### config.mk
export PLATFORM = sky130hd
export DESIGN_NAME = apb_evt_master_flat
export DESIGN_NICKNAME = d
export VERILOG_FILES = /design/src/rtl/apb_evt_master_pkg.sv /design/src/rtl/apb_evt_master_if.sv /design/src/rtl/apb_evt_arb.sv /design/src/rtl/apb_evt_master.sv /design/src/flat_wrapper.sv
export SDC_FILE = /design/constraint.sdc
export NUM_CORES = 1
export LEC_CHECK = 0
export CAP_MARGIN = 10
export CORE_MARGIN = 5
export CORE_UTILIZATION = 41
export DETAILED_ROUTE_END_ITERATION = 6
export DONT_BUFFER_PORTS = 1
export RECOVER_POWER = 25
export SYNTH_ARGS = -nofsm -noshare
export SYNTH_HDL_FRONTEND = slang
export SYNTH_SLANG_ARGS = --single-unit
export TNS_END_PERCENT = 30
### constraint.sdc
create_clock -name clk -period 6 [get_ports clk]
set_clock_uncertainty 0.05 [all_clocks]
set_input_delay 0.9 -clock clk [delete_from_list [all_inputs] [get_ports clk]]
set_output_delay 0.9 -clock clk [all_outputs]
set_load 0.02 [all_outputs]
### src/rtl/apb_evt_master_pkg.sv
// Shared types and constants for the APB event master: FSM encoding and write-data tag.
package apb_evt_pkg;

  typedef enum logic [1:0] {
    ST_IDLE   = 2'd0,
    ST_SETUP  = 2'd1,
    ST_ACCESS = 2'd2
  } apb_state_e;

  localparam logic [7:0] DATA_TAG = 8'hEA;

  // Index width that stays legal for a single-channel build.
  function automatic int idx_width(input int n);
    return (n > 1) ? $clog2(n) : 1;
  endfunction

endpackage

### src/rtl/apb_evt_master_if.sv
// APB requester-side bus bundle for apb_evt_master; signal names keep the block's port naming.
interface apb_evt_master_if #(
  parameter int ADDR_W = 32,
  parameter int DATA_W = 32
);
  logic              psel_o;
  logic              penable_o;
  logic              pwrite_o;
  logic [ADDR_W-1:0] paddr_o;
  logic [DATA_W-1:0] pwdata_o;
  logic              pready_i;
  logic              pslverr_i;

  modport master (
    output psel_o, penable_o, pwrite_o, paddr_o, pwdata_o,
    input  pready_i, pslverr_i
  );

  modport slave (
    input  psel_o, penable_o, pwrite_o, paddr_o, pwdata_o,
    output pready_i, pslverr_i
  );
endinterface

### src/rtl/apb_evt_arb.sv
// Channel arbiter for apb_evt_master: fixed lowest-index priority by default,
// round-robin starting after the last winner when APB_EVT_MASTER_RR_EN is defined.
module apb_evt_arb
  import apb_evt_pkg::*;
#(
  parameter int NUM_EVT = 4,
  parameter int IDX_W   = 2
) (
  input  logic               clk,
  input  logic               rst,
  input  logic [NUM_EVT-1:0] req_i,
  input  logic               adv_i,
  output logic [NUM_EVT-1:0] gnt_o,
  output logic [IDX_W-1:0]   idx_o,
  output logic               any_o
);

  assign any_o = |req_i;
  assign gnt_o = any_o ? (NUM_EVT'(1) << idx_o) : '0;

`ifdef APB_EVT_MASTER_RR_EN
  logic [IDX_W-1:0] ptr_q;
  int               best_d;
  int               dist;

  // Pointer starts at the top channel so channel 0 is first after reset.
  always_ff @(posedge clk) begin
    if (!rst) begin
      ptr_q <= IDX_W'(NUM_EVT - 1);
    end else if (adv_i && any_o) begin
      ptr_q <= idx_o;
    end
  end

  always_comb begin
    idx_o  = '0;
    best_d = NUM_EVT;
    dist   = 0;
    for (int c = 0; c < NUM_EVT; c++) begin
      dist = (c + NUM_EVT - 1 - int'(ptr_q)) % NUM_EVT;
      if (req_i[c] && (dist < best_d)) begin
        best_d = dist;
        idx_o  = IDX_W'(c);
      end
    end
  end
`else
  logic unused_rr;
  assign unused_rr = ^{clk, rst, adv_i};

  always_comb begin
    idx_o = '0;
    for (int c = NUM_EVT - 1; c >= 0; c--) begin
      if (req_i[c]) idx_o = IDX_W'(c);
    end
  end
`endif

endmodule

### src/rtl/apb_evt_master.sv
// Turns per-channel event pulses into APB write transfers with sticky overflow/error flags.
// Arbitration mode is selected by APB_EVT_MASTER_RR_EN (undefined: fixed priority).
module apb_evt_master
  import apb_evt_pkg::*;
#(
  parameter int              NUM_EVT     = 4,
  parameter int              ADDR_W      = 32,
  parameter int              DATA_W      = 32,
  parameter logic [ADDR_W-1:0] BASE_ADDR   = ADDR_W'(32'h1000_1000),
  parameter logic [ADDR_W-1:0] ADDR_STRIDE = ADDR_W'(32'h1000_1000)
) (
  input  logic                clk,
  input  logic                rst,
  input  logic [NUM_EVT-1:0]  event_i,
  apb_evt_master_if.master    apb,
  input  logic                flag_clr_i,
  output logic [NUM_EVT-1:0]  ovf_o,
  output logic [NUM_EVT-1:0]  err_o,
  output logic                busy_o
);

  localparam int IDX_W = idx_width(NUM_EVT);

  apb_state_e         state_q, state_d;
  logic [NUM_EVT-1:0] pend_q, pend_d;
  logic [NUM_EVT-1:0] cur_oh_q, cur_oh_d;
  logic [NUM_EVT-1:0] ovf_q, ovf_d;
  logic [NUM_EVT-1:0] err_q, err_d;
  logic [IDX_W-1:0]   idx_q, idx_d;
  logic [15:0]        seq_q [NUM_EVT];
  logic               psel_q, psel_d;
  logic               penable_q, penable_d;
  logic               pwrite_q, pwrite_d;
  logic [ADDR_W-1:0]  paddr_q, paddr_d;
  logic [DATA_W-1:0]  pwdata_q, pwdata_d;

  logic               complete;
  logic               load;
  logic [NUM_EVT-1:0] comp_oh;
  logic [NUM_EVT-1:0] arb_req;
  logic [NUM_EVT-1:0] arb_gnt;
  logic [IDX_W-1:0]   arb_idx;
  logic               arb_any;

  function automatic logic [ADDR_W-1:0] chan_addr(input logic [IDX_W-1:0] i);
    return BASE_ADDR + ADDR_STRIDE * ADDR_W'(i);
  endfunction

  assign complete = (state_q == ST_ACCESS) && apb.pready_i;
  assign comp_oh  = complete ? cur_oh_q : '0;
  // The retiring channel sits out the back-to-back decision even if re-requested.
  assign arb_req  = pend_q & ~comp_oh;

  apb_evt_arb #(
    .NUM_EVT (NUM_EVT),
    .IDX_W   (IDX_W)
  ) u_arb (
    .clk   (clk),
    .rst   (rst),
    .req_i (arb_req),
    .adv_i (load),
    .gnt_o (arb_gnt),
    .idx_o (arb_idx),
    .any_o (arb_any)
  );

  always_comb begin
    pend_d = (pend_q & ~comp_oh) | event_i;
    ovf_d  = (flag_clr_i ? '0 : ovf_q) | (event_i & pend_q & ~comp_oh);
    err_d  = (flag_clr_i ? '0 : err_q) | ((complete && apb.pslverr_i) ? cur_oh_q : '0);
  end

  always_comb begin
    state_d   = state_q;
    idx_d     = idx_q;
    cur_oh_d  = cur_oh_q;
    psel_d    = psel_q;
    penable_d = penable_q;
    pwrite_d  = pwrite_q;
    paddr_d   = paddr_q;
    pwdata_d  = pwdata_q;
    load      = 1'b0;
    case (state_q)
      ST_IDLE: begin
        if (arb_any) load = 1'b1;
      end
      ST_SETUP: begin
        state_d   = ST_ACCESS;
        penable_d = 1'b1;
      end
      ST_ACCESS: begin
        if (apb.pready_i) begin
          if (arb_any) begin
            load = 1'b1;
          end else begin
            state_d   = ST_IDLE;
            psel_d    = 1'b0;
            penable_d = 1'b0;
            pwrite_d  = 1'b0;
          end
        end
      end
      default: begin
        state_d   = ST_IDLE;
        psel_d    = 1'b0;
        penable_d = 1'b0;
        pwrite_d  = 1'b0;
      end
    endcase
    if (load) begin
      state_d   = ST_SETUP;
      idx_d     = arb_idx;
      cur_oh_d  = arb_gnt;
      psel_d    = 1'b1;
      penable_d = 1'b0;
      pwrite_d  = 1'b1;
      paddr_d   = chan_addr(arb_idx);
      pwdata_d  = DATA_W'({DATA_TAG, 8'(arb_idx), seq_q[arb_idx]});
    end
  end

  always_ff @(posedge clk) begin
    if (!rst) begin
      state_q   <= ST_IDLE;
      pend_q    <= '0;
      cur_oh_q  <= '0;
      ovf_q     <= '0;
      err_q     <= '0;
      idx_q     <= '0;
      psel_q    <= 1'b0;
      penable_q <= 1'b0;
      pwrite_q  <= 1'b0;
      paddr_q   <= '0;
      pwdata_q  <= '0;
      for (int k = 0; k < NUM_EVT; k++) seq_q[k] <= '0;
    end else begin
      state_q   <= state_d;
      pend_q    <= pend_d;
      cur_oh_q  <= cur_oh_d;
      ovf_q     <= ovf_d;
      err_q     <= err_d;
      idx_q     <= idx_d;
      psel_q    <= psel_d;
      penable_q <= penable_d;
      pwrite_q  <= pwrite_d;
      paddr_q   <= paddr_d;
      pwdata_q  <= pwdata_d;
      for (int k = 0; k < NUM_EVT; k++) begin
        if (comp_oh[k]) seq_q[k] <= seq_q[k] + 16'd1;
      end
    end
  end

  assign apb.psel_o    = psel_q;
  assign apb.penable_o = penable_q;
  assign apb.pwrite_o  = pwrite_q;
  assign apb.paddr_o   = paddr_q;
  assign apb.pwdata_o  = pwdata_q;
  assign ovf_o         = ovf_q;
  assign err_o         = err_q;
  assign busy_o        = (state_q != ST_IDLE);

endmodule

### src/flat_wrapper.sv
// flat-port wrapper written by rule: the top's interface ports become plain ports
module apb_evt_master_flat import apb_evt_pkg::*;
#(
  parameter int              NUM_EVT     = 4,
  parameter int              ADDR_W      = 32,
  parameter int              DATA_W      = 32,
  parameter logic [ADDR_W-1:0] BASE_ADDR   = ADDR_W'(32'h1000_1000),
  parameter logic [ADDR_W-1:0] ADDR_STRIDE = ADDR_W'(32'h1000_1000)
)
  (clk, rst, event_i, flag_clr_i, ovf_o, err_o, busy_o, apb_psel_o, apb_penable_o, apb_pwrite_o, apb_paddr_o, apb_pwdata_o, apb_pready_i, apb_pslverr_i);
  apb_evt_master_if #(.ADDR_W(ADDR_W), .DATA_W(DATA_W)) apb_i ();
  input  logic clk;
  input  logic rst;
  input  logic [NUM_EVT-1:0] event_i;
  input  logic flag_clr_i;
  output logic [NUM_EVT-1:0] ovf_o;
  output logic [NUM_EVT-1:0] err_o;
  output logic busy_o;
  output wire logic [$bits(apb_i.psel_o)-1:0] apb_psel_o;
  output wire logic [$bits(apb_i.penable_o)-1:0] apb_penable_o;
  output wire logic [$bits(apb_i.pwrite_o)-1:0] apb_pwrite_o;
  output wire logic [$bits(apb_i.paddr_o)-1:0] apb_paddr_o;
  output wire logic [$bits(apb_i.pwdata_o)-1:0] apb_pwdata_o;
  input wire logic [$bits(apb_i.pready_i)-1:0] apb_pready_i;
  input wire logic [$bits(apb_i.pslverr_i)-1:0] apb_pslverr_i;
  assign apb_psel_o = apb_i.psel_o;
  assign apb_penable_o = apb_i.penable_o;
  assign apb_pwrite_o = apb_i.pwrite_o;
  assign apb_paddr_o = apb_i.paddr_o;
  assign apb_pwdata_o = apb_i.pwdata_o;
  assign apb_i.pready_i = apb_pready_i;
  assign apb_i.pslverr_i = apb_pslverr_i;
  apb_evt_master #(.NUM_EVT(NUM_EVT), .ADDR_W(ADDR_W), .DATA_W(DATA_W), .BASE_ADDR(BASE_ADDR), .ADDR_STRIDE(ADDR_STRIDE)) u_core (.clk(clk), .rst(rst), .event_i(event_i), .apb(apb_i), .flag_clr_i(flag_clr_i), .ovf_o(ovf_o), .err_o(err_o), .busy_o(busy_o));
endmodule
==> results of run 1 <==
[layout by cell type (no fill, tap or decap), drive strengths merged, types with 2 or more instances in the layout]
master  count
edfxtp     64
nor2       64
nand2      43
dfxtp      41
nand3      35
conb       35
xor2       30
or3        22
a21oi      21
nor2b      21
xnor2      20
o21ai      17
nand4      14
clkbuf     13
o311a      12
inv        11
and3       10
a21o        9
o22ai       9
a21boi      9
ha          8
and2        8
nor3        7
and4        7
o31ai       7
o21a        6
a221oi      4
nand4b      3
a211oi      3
a22oi       2
or2         2
clkinv      2
buf         2
[routing by layer]
| metal | vias to the layer above | track usage (%) | wire length, um |
|---|---|---|---|
| met5 | - | 0 | 0 |
| met4 | 0 | 5.06 | 235 |
| met3 | 20 | 3.61 | 686 |
| met1 | 1943 | 20.1 | 5550 |
| li1 | 1969 | - | - |
| met2 | 106 | 25.5 | 6230 |
[area by class of cell]
cell class	instances	area, um^2	share of cell area, %
clock buffer	13	250	4.21
clock inverter	3	40.0	0.674
tap	180	225	3.79
multi-input combinational	434	2630	44.2
sequential	105	2740	46.1
timing repair buffer	2	15.0	0.253
inverter	11	41.3	0.695
[worst min-delay path, stage by stage, from the launching register on]
cell      delay (ns)
dfxtp_1         0.37
nand2_1         0.07
a21boi_0        0.07
[kinds of logic after synthesis]
group,count (synthesis),synth area share (%)
xor gates and xnor gates,50,7.62
and+or+nand+nor,239,21.3
other,1,0.0652
buffers and inverters,81,8.79
adders and majority gates,8,1.74
AOI/OAI and AO/OA,102,12.8
DFF,105,47.7
[how the worst min path moves through the flow]
stage | startpoint | end | cells after the start
2_1_floorplan | u_core.cur_oh_q[1]$_SDFFE_PN0P_ | u_core.cur_oh_q[1]$_SDFFE_PN0P_ | 2
3_3_place_gp | u_core.cur_oh_q[1]$_SDFFE_PN0P_ | u_core.cur_oh_q[1]$_SDFFE_PN0P_ | 2
6_report | u_core.cur_oh_q[1]$_SDFFE_PN0P_ | u_core.cur_oh_q[1]$_SDFFE_PN0P_ | 2
4_1_cts | u_core.cur_oh_q[1]$_SDFFE_PN0P_ | u_core.cur_oh_q[1]$_SDFFE_PN0P_ | 2
5_1_grt | u_core.cur_oh_q[1]$_SDFFE_PN0P_ | u_core.cur_oh_q[1]$_SDFFE_PN0P_ | 2
3_5_place_dp | u_core.cur_oh_q[1]$_SDFFE_PN0P_ | u_core.cur_oh_q[1]$_SDFFE_PN0P_ | 2
[power groups by stage]
stage	clock (mW)	sequential, mW	combinational (mW)
global placement	0	0.905	0.166
global route	0.627	0.896	0.189
detailed placement	0	0.906	0.169
floorplan	0	0.876	0.184
CTS	0.601	0.890	0.170
finish	0.595	0.889	0.170
[state kept, by name, summed over array words and instances (netlist names)]
signal               count
u_core.seq_q            64
u_core.apb.pwdata_o     19
u_core.cur_oh_q          4
u_core.err_o             4
u_core.ovf_o             4
u_core.pend_q            4
u_core.apb.paddr_o       3
u_core.state_q           2
u_core.apb.psel_o        1
[metrics by stage]
step	power [mW]	hold WS (ns)	utilization, %
detailed placement	1.08	0.488	40.8
floorplan	1.06	0.429	-
CTS	1.66	0.497	42.9
finish	1.65	0.501	43.0
global route	1.71	0.528	43.0
global placement	1.07	0.486	40.8
==> impl_metrics.yaml, run 1 <==
synthesis:
  synth_edf_count: 64
  synth_area_leaders: "edfxtp_1 33%, dfxtp_1 14%, buf_4 5.7%"
  ys.flop_type: "edfxtp_1"
  synth_top_area_cell: "edfxtp_1"
  synth_cell_types: 44
  synth_most_common_cell: "edfxtp_1"
  synth.avg_cell_area_um2: 9.81
  syn_inst: 586
  synth_top_area_share_pct: 33.4
  synthTopCellsByCount: "64 x edfxtp_1, 63 x nor2_1, 44 x buf_4, 42 x nand2_1, 41 x dfxtp_1"
  yosysWarnings: 0
  ys_ff_latch: 105
  async_reset_ff_share_pct: 0
  ys_seq_area_share_pct: 47.7
  synth_area_um2: 5750
worst_setup_path:
  cp-end-kind: "flop"
  cp.arrival_ns: 3.02
  crit_family: "compound AO/OA/AOI/OAI gates"
  cpPeakStageDelay_ns: 0.82
  crit_end: "u_core.apb.pwdata_o[6]$_SDFFE_PN0P_"
  crit_type: "flop to flop"
  timing.rr.end: "u_core.apb.pwdata_o[6]$_SDFFE_PN0P_"
  critPathSlowestCell: "a21boi_2"
  crit_cells: 5
  start_kind: "flop"
  r2r_start: "u_core.state_q[0]$_SDFFE_PN0P_"
  critPathBufInv: 0
  cp_max_fo: 23
  rrSetupSlack_ns: 3.19
  r2r_cells: 5
  crit_chain: "and3b_1 > a21boi_2 > o41a_1 > nand2_8 > o31ai_1"
  critical_path_required_ns: 6.21
  setup.worst_path.start: "u_core.state_q[0]$_SDFFE_PN0P_"
placement:
  dp_hpwl_um: 9210
  pre_cts_ws_ns: 2.86
  dp.cells: 731
  place_area_um2: 5650
  place.gp.congestion: 0.796
  numPortBuffers: 0
sta:
  finalSetupViolations: 0
  fmax_mhz: 356
  period_minus_slack_ns: 2.81
  drv_slew: 0
  setup_tns_ns: 0
  hold_violations: 0
  fin_crit_sh_pct: 46.8
  fin_ws_ns: 3.19
  rsz0062_at_grt: "no"
  worst_slew_pin_slew_ns: 1.09
  max_slew_margin_pct: 27.1
routing:
  postRouteAntennaNets: 0
  drtIter0Drc: 178
  vias_per_cell: 5.40
  drc_errors: 0
  wl_um: 12700
  first_pass_iters: 4
  route.vias.total: 4038
  post_drt_wl_per_cell_um: 17.0
floorplanning:
  die_area_um2: 16500
  coreArea_um2: 13800
  fp.dieW_um: 128
  die_h_um: 128
  start_util_pct: 41.6
  rows: 43
  ios: 85
global_routing:
  globalRouteOverflowTotal: 0
  grtUsageTotal_pct: 15.5
  antenna_found_initial: 0
  grt_pass1_wl_um: 20200
  grt_start_max_net_pins: 47
  grt_pass1_vias: 3742
layout:
  layout-drive-gt1-share_pct: 4.23
  synthToLayoutAreaGrowth_pct: 3.37
  finalNetCount: 580
  post-route-cell-area_um2: 5940
  fillers: 1309
  n_antenna_cell: 0
  stdcell_count: 748
clocking:
  cts_resized: 0
  clock-sinks: 105
  cts_max_level: 3
  cts_tree: "built"
  postCtsSetupRepairBufs: 0
  cts_root_buffer: "clkbuf_16"
  clock_path_buffers: 2
  clk_pin_slew_worst_paths_ns: 0.07
  insertion_delay_ns: 0.35
  cts_buffers: 9
  holdBufCountCts: 0
power:
  power_density_nw_per_um2: 278
  swShare_pct: 27.5
  p_sw_uw: 454
  power.leakage_nw: 2.10
  seqPwrFrac_pct: 53.7
  p_comb_share_pct: 10.3
  p_int_mw: 1.20
  pwr-share-clk_pct: 36.0
  vdd_ir_drop_max_uv: 157
min_path:
  hold_path_class: "flop to flop"
job:
  cap_violations: 0
outcome:
  status: "complete, no violations"
No activity file was read; power rests on OpenSTA's default activity.
==> run 2, diff against run 1 <==
Clock period 6 ns to 2.8 ns, I/O delays scaled along.
==> impl_metrics.yaml, run 2 (synthesis results as in run 1) <==
layout:
  final_common_cell: "edfxtp_1"
  mostFrequentLayoutCells: "64 x edfxtp_1, 63 x nor2_1, 42 x nand2_1"
  synthToLayoutAreaGrowth_pct: 3.92
  n_antenna_cell: 0
  largest_register: "u_core.seq_q"
  layout-drive-gt1-share_pct: 5.06
  finalNetCount: 585
  stdcell_count: 753
  fillers: 1348
  largest_register_ffs: 64
worst_setup_path:
  critPathSlowestCell: "o41a_1"
  cp.arrival_ns: 2.76
  rrSetupSlack_ns: 0.25
  crit_chain: "and3b_1 > a21boi_4 > o41a_1 > nand2_8 > o31ai_1"
  cpPeakStageDelay_ns: 0.61
  cp-end-kind: "flop"
  cp_max_fo: 23
  crit_type: "flop to flop"
  critical_path_required_ns: 3.00
  start_kind: "flop"
power:
  power_mw: 3.48
  power.leakage_nw: 2.12
  power_density_nw_per_um2: 583
  vdd_ir_drop_max_uv: 292
sta:
  finalSetupViolations: 0
  period_minus_slack_ns: 2.55
  setup_tns_ns: 0
  worst_slew_pin_slew_ns: 1.02
  hold_violations: 0
  hold_ws_ns: 0.142
  rsz0062_at_grt: "no"
  fin_ws_ns: 0.248
  fmax_mhz: 392
  drv_slew: 0
  max_slew_margin_pct: 31.8
  fin_crit_sh_pct: 91.2
clocking:
  postCtsSetupRepairBufs: 0
  cts_tree: "built"
  cts_max_level: 3
  cts_resized: 2
  holdBufCountCts: 0
  cts_buffers: 9
  cts_root_buffer: "clkbuf_16"
  clock-sinks: 105
  clk_pin_slew_worst_paths_ns: 0.07
  insertion_delay_ns: 0.35
  clock_path_buffers: 2
floorplanning:
  start_util_pct: 41.6
  fp.dieW_um: 128
  ios: 85
  rows: 43
  die_area_um2: 16500
  die_h_um: 128
  coreArea_um2: 13800
routing:
  route.vias.total: 4104
  drtIter0Drc: 225
  first_pass_iters: 5
  post_drt_wl_per_cell_um: 17.4
  wl_um: 13100
  wl_met1_um: 5690
  drc_errors: 0
  met2_length_um: 6200
  met3_wirelength_um: 920
  vias_per_cell: 5.45
  dr.max_layer_used: "met4"
  postRouteAntennaNets: 0
global_routing:
  grt_start_max_net_pins: 47
  grtUsageTotal_pct: 16.0
  globalRouteOverflowTotal: 0
  grt_pass1_vias: 3901
  antenna_found_initial: 0
  grt_pass1_wl_um: 20800
placement:
  dp_hpwl_um: 9400
  pre_cts_ws_ns: -0.0242
  numPortBuffers: 0
  place.gp.congestion: 0.836
  dp.cells: 737
outcome:
  status: "complete, no violations"
min_path:
  hold_path_class: "primary input to flop"
job:
  cap_violations: 0
-- run 2: cell count changes in the layout (fill, tap and decap cells not counted), sizes merged --
cell and delta:
buf +4, bufinv -1, clkinv +2
-- run 2: final cells by class --
type / instances / area, um^2 / area share, %
clock inverter: 4 / 18.8 / 0.314
clock buffer: 12 / 256 / 4.29
inverter: 11 / 41.3 / 0.691
multi-input combinational: 434 / 2640 / 44.2
sequential: 105 / 2740 / 45.9
tap: 180 / 225 / 3.77
timing repair buffer: 7 / 48.8 / 0.817
-- run 2: final timing paths --
path / from / end / depth (start not counted)
hold reg to reg: u_core.apb.pwdata_o[7]$_SDFFE_PN0P_ / u_core.apb.pwdata_o[7]$_SDFFE_PN0P_ / 2
setup reg to reg: u_core.state_q[0]$_SDFFE_PN0P_ / u_core.apb.pwdata_o[6]$_SDFFE_PN0P_ / 5
hold / removal: rst / u_core.apb.pwdata_o[25]$_SDFFE_PN0P_ / 1
setup / recovery: u_core.state_q[0]$_SDFFE_PN0P_ / u_core.apb.pwdata_o[6]$_SDFFE_PN0P_ / 5
-- run 2: worst max-delay path, delay by kind of cell, from the launching register on --
family | cells | cell delay (ns)
DFF | 1 | 0.47
and+or+nand+nor | 2 | 0.45
AOI/OAI and AO/OA | 3 | 1.48
-- run 2: report_power, final --
part / internal [mW] / switching [mW]
Clock: 0.645 / 0.555
Combinational: 0.134 / 0.257
Sequential: 1.73 / 0.166
-- run 2: metrics by stage --
stage               area, um^2  utilization (%)
floorplan                 5880                -
global placement          5690             41.2
detailed placement        5690             41.2
CTS                       5980             43.2
global route              5970             43.2
finish                    5970             43.2
-- run 2: metal layers --
metal	GRT usage, %	up-vias
li1	-	1978
met1	20.4	1990
met2	25.9	117
met3	4.73	19
met4	5.68	0
met5	0	-
==> run 3, diff against run 2 <==
Settings changed: GPL_TIMING_DRIVEN set to 0, SKIP_CTS_REPAIR_TIMING set to 1.
==> impl_metrics.yaml, run 3 (synthesis results as in run 1) <==
sta:
  finalSetupViolations: 0
  rsz0062_at_grt: "no"
  drv_slew: 0
  setup_tns_ns: 0
  worst_slew_pin_slew_ns: 0.759
  hold_violations: 0
  fin_crit_sh_pct: 91.2
  max_slew_margin_pct: 49.3
  fmax_mhz: 392
  period_minus_slack_ns: 2.55
job:
  cap_violations: 0
worst_setup_path:
  start_kind: "flop"
  critical_path_required_ns: 3.00
  critPathBufInv: 2
  critPathSlowestCell: "dfxtp_1"
  crit_cells: 8
  crit_type: "flop to flop"
  crit_family: "compound AO/OA/AOI/OAI gates"
  r2r_cells: 8
  cpPeakStageDelay_ns: 0.60
  cp-end-kind: "flop"
  cp_max_fo: 10
  cp.arrival_ns: 2.75
  crit_chain: "and4b_1 > clkbuf_1 > o211ai_1 > a21oi_1 > inv_1 > ha_1 > nand2_1 > a21boi_2"
power:
  power.leakage_nw: 2.35
  power_density_nw_per_um2: 572
  vdd_ir_drop_max_uv: 245
routing:
  first_pass_iters: 5
  wl_um: 13900
  route.vias.total: 4360
  postRouteAntennaNets: 0
  drc_errors: 0
  vias_per_cell: 5.34
  drtIter0Drc: 258
  post_drt_wl_per_cell_um: 17.1
clocking:
  cts_tree: "built"
  insertion_delay_ns: 0.35
  cts_buffers: 9
  clock-sinks: 105
  cts_max_level: 3
  cts_root_buffer: "clkbuf_16"
  clk_pin_slew_worst_paths_ns: 0.07
  clock_path_buffers: 2
global_routing:
  grt_start_max_net_pins: 18
  grt_pass1_wl_um: 21700
  grtUsageTotal_pct: 16.9
  globalRouteOverflowTotal: 0
  grt_pass1_vias: 4021
  antenna_found_initial: 0
floorplanning:
  die_h_um: 128
  start_util_pct: 41.6
  fp.dieW_um: 128
  rows: 43
  coreArea_um2: 13800
  die_area_um2: 16500
  ios: 85
layout:
  mostFrequentLayoutCells: "64 x nor2_1, 64 x edfxtp_1, 42 x nand2_1"
  largest_register: "u_core.seq_q"
  synthToLayoutAreaGrowth_pct: 10.7
  fillers: 1350
  layout-drive-gt1-share_pct: 10.5
  largest_register_ffs: 64
  postLayoutCoreUtil_pct: 46.0
  n_antenna_cell: 0
  finalNetCount: 648
outcome:
  status: "complete, no violations"
placement:
  dp_hpwl_um: 10700
  numPortBuffers: 0
  place.gp.congestion: 0.837
min_path:
  hold_path_class: "primary input to flop"
  holdPathStages: 1
[run 3: path summary, 6_finish.rpt]
check                                        from                                  end  slack (ns)
setup reg to reg   u_core.state_q[1]$_SDFFE_PP0P_  u_core.apb.paddr_o[29]$_SDFFE_PN0P_        0.25
hold reg to reg   u_core.cur_oh_q[1]$_SDFFE_PN0P_      u_core.cur_oh_q[1]$_SDFFE_PN0P_        0.52
hold / removal                         event_i[3]          u_core.pend_q[3]$_SDFF_PN0_        0.15
setup / recovery   u_core.state_q[1]$_SDFFE_PP0P_  u_core.apb.paddr_o[29]$_SDFFE_PN0P_        0.25
[run 3: area by class of cell]
cell class / instances / area, um^2 / area share, %
plain buffers: 70 / 433 / 6.80
clock buffers: 10 / 229 / 3.60
clock inverters: 6 / 67.6 / 1.06
inverters: 11 / 41.3 / 0.649
multi-input cells: 434 / 2630 / 41.3
flip-flops and latches: 105 / 2740 / 43.1
well taps: 180 / 225 / 3.54
[run 3: metal layers]
metal / share of wire, % / vias up / wire [um] / GRT usage (%)
li1: - / 2111 / - / -
met1: 45 / 2091 / 6230 / 23.0
met2: 45 / 140 / 6320 / 26.0
met3: 7.5 / 18 / 1050 / 4.65
met4: 2.3 / 0 / 314 / 5.56
met5: 0 / - / 0 / 0
[run 3: worst register-to-register path, cell delays in order (launching register included)]
cell and delay [ns]:
dfxtp_1 0.60, and4b_1 0.34, clkbuf_1 0.27, o211ai_1 0.14, a21oi_1 0.47, inv_1 0.14
ha_1 0.31, nand2_1 0.08, a21boi_2 0.05
[run 3: power by group]
group          switching [mW]  internal (mW)  total [mW]
combinational           0.291          0.182       0.473
sequential              0.162           1.73        1.89
clock                   0.584          0.698        1.28
total                    1.04           2.61        3.64
[run 3: stage by stage]
step	power, mW	hold slack, ns	cell area (um^2)	worst slack (ns)	instances
global placement	2.39	0.493	6100	0.265	800
global route	3.78	0.141	6360	0.0759	816
CTS	3.67	0.139	6400	0.238	816
finish	3.64	0.149	6360	0.246	816
detailed placement	2.40	0.497	6100	0.233	800
floorplan	2.27	0.429	5880	0.708	620
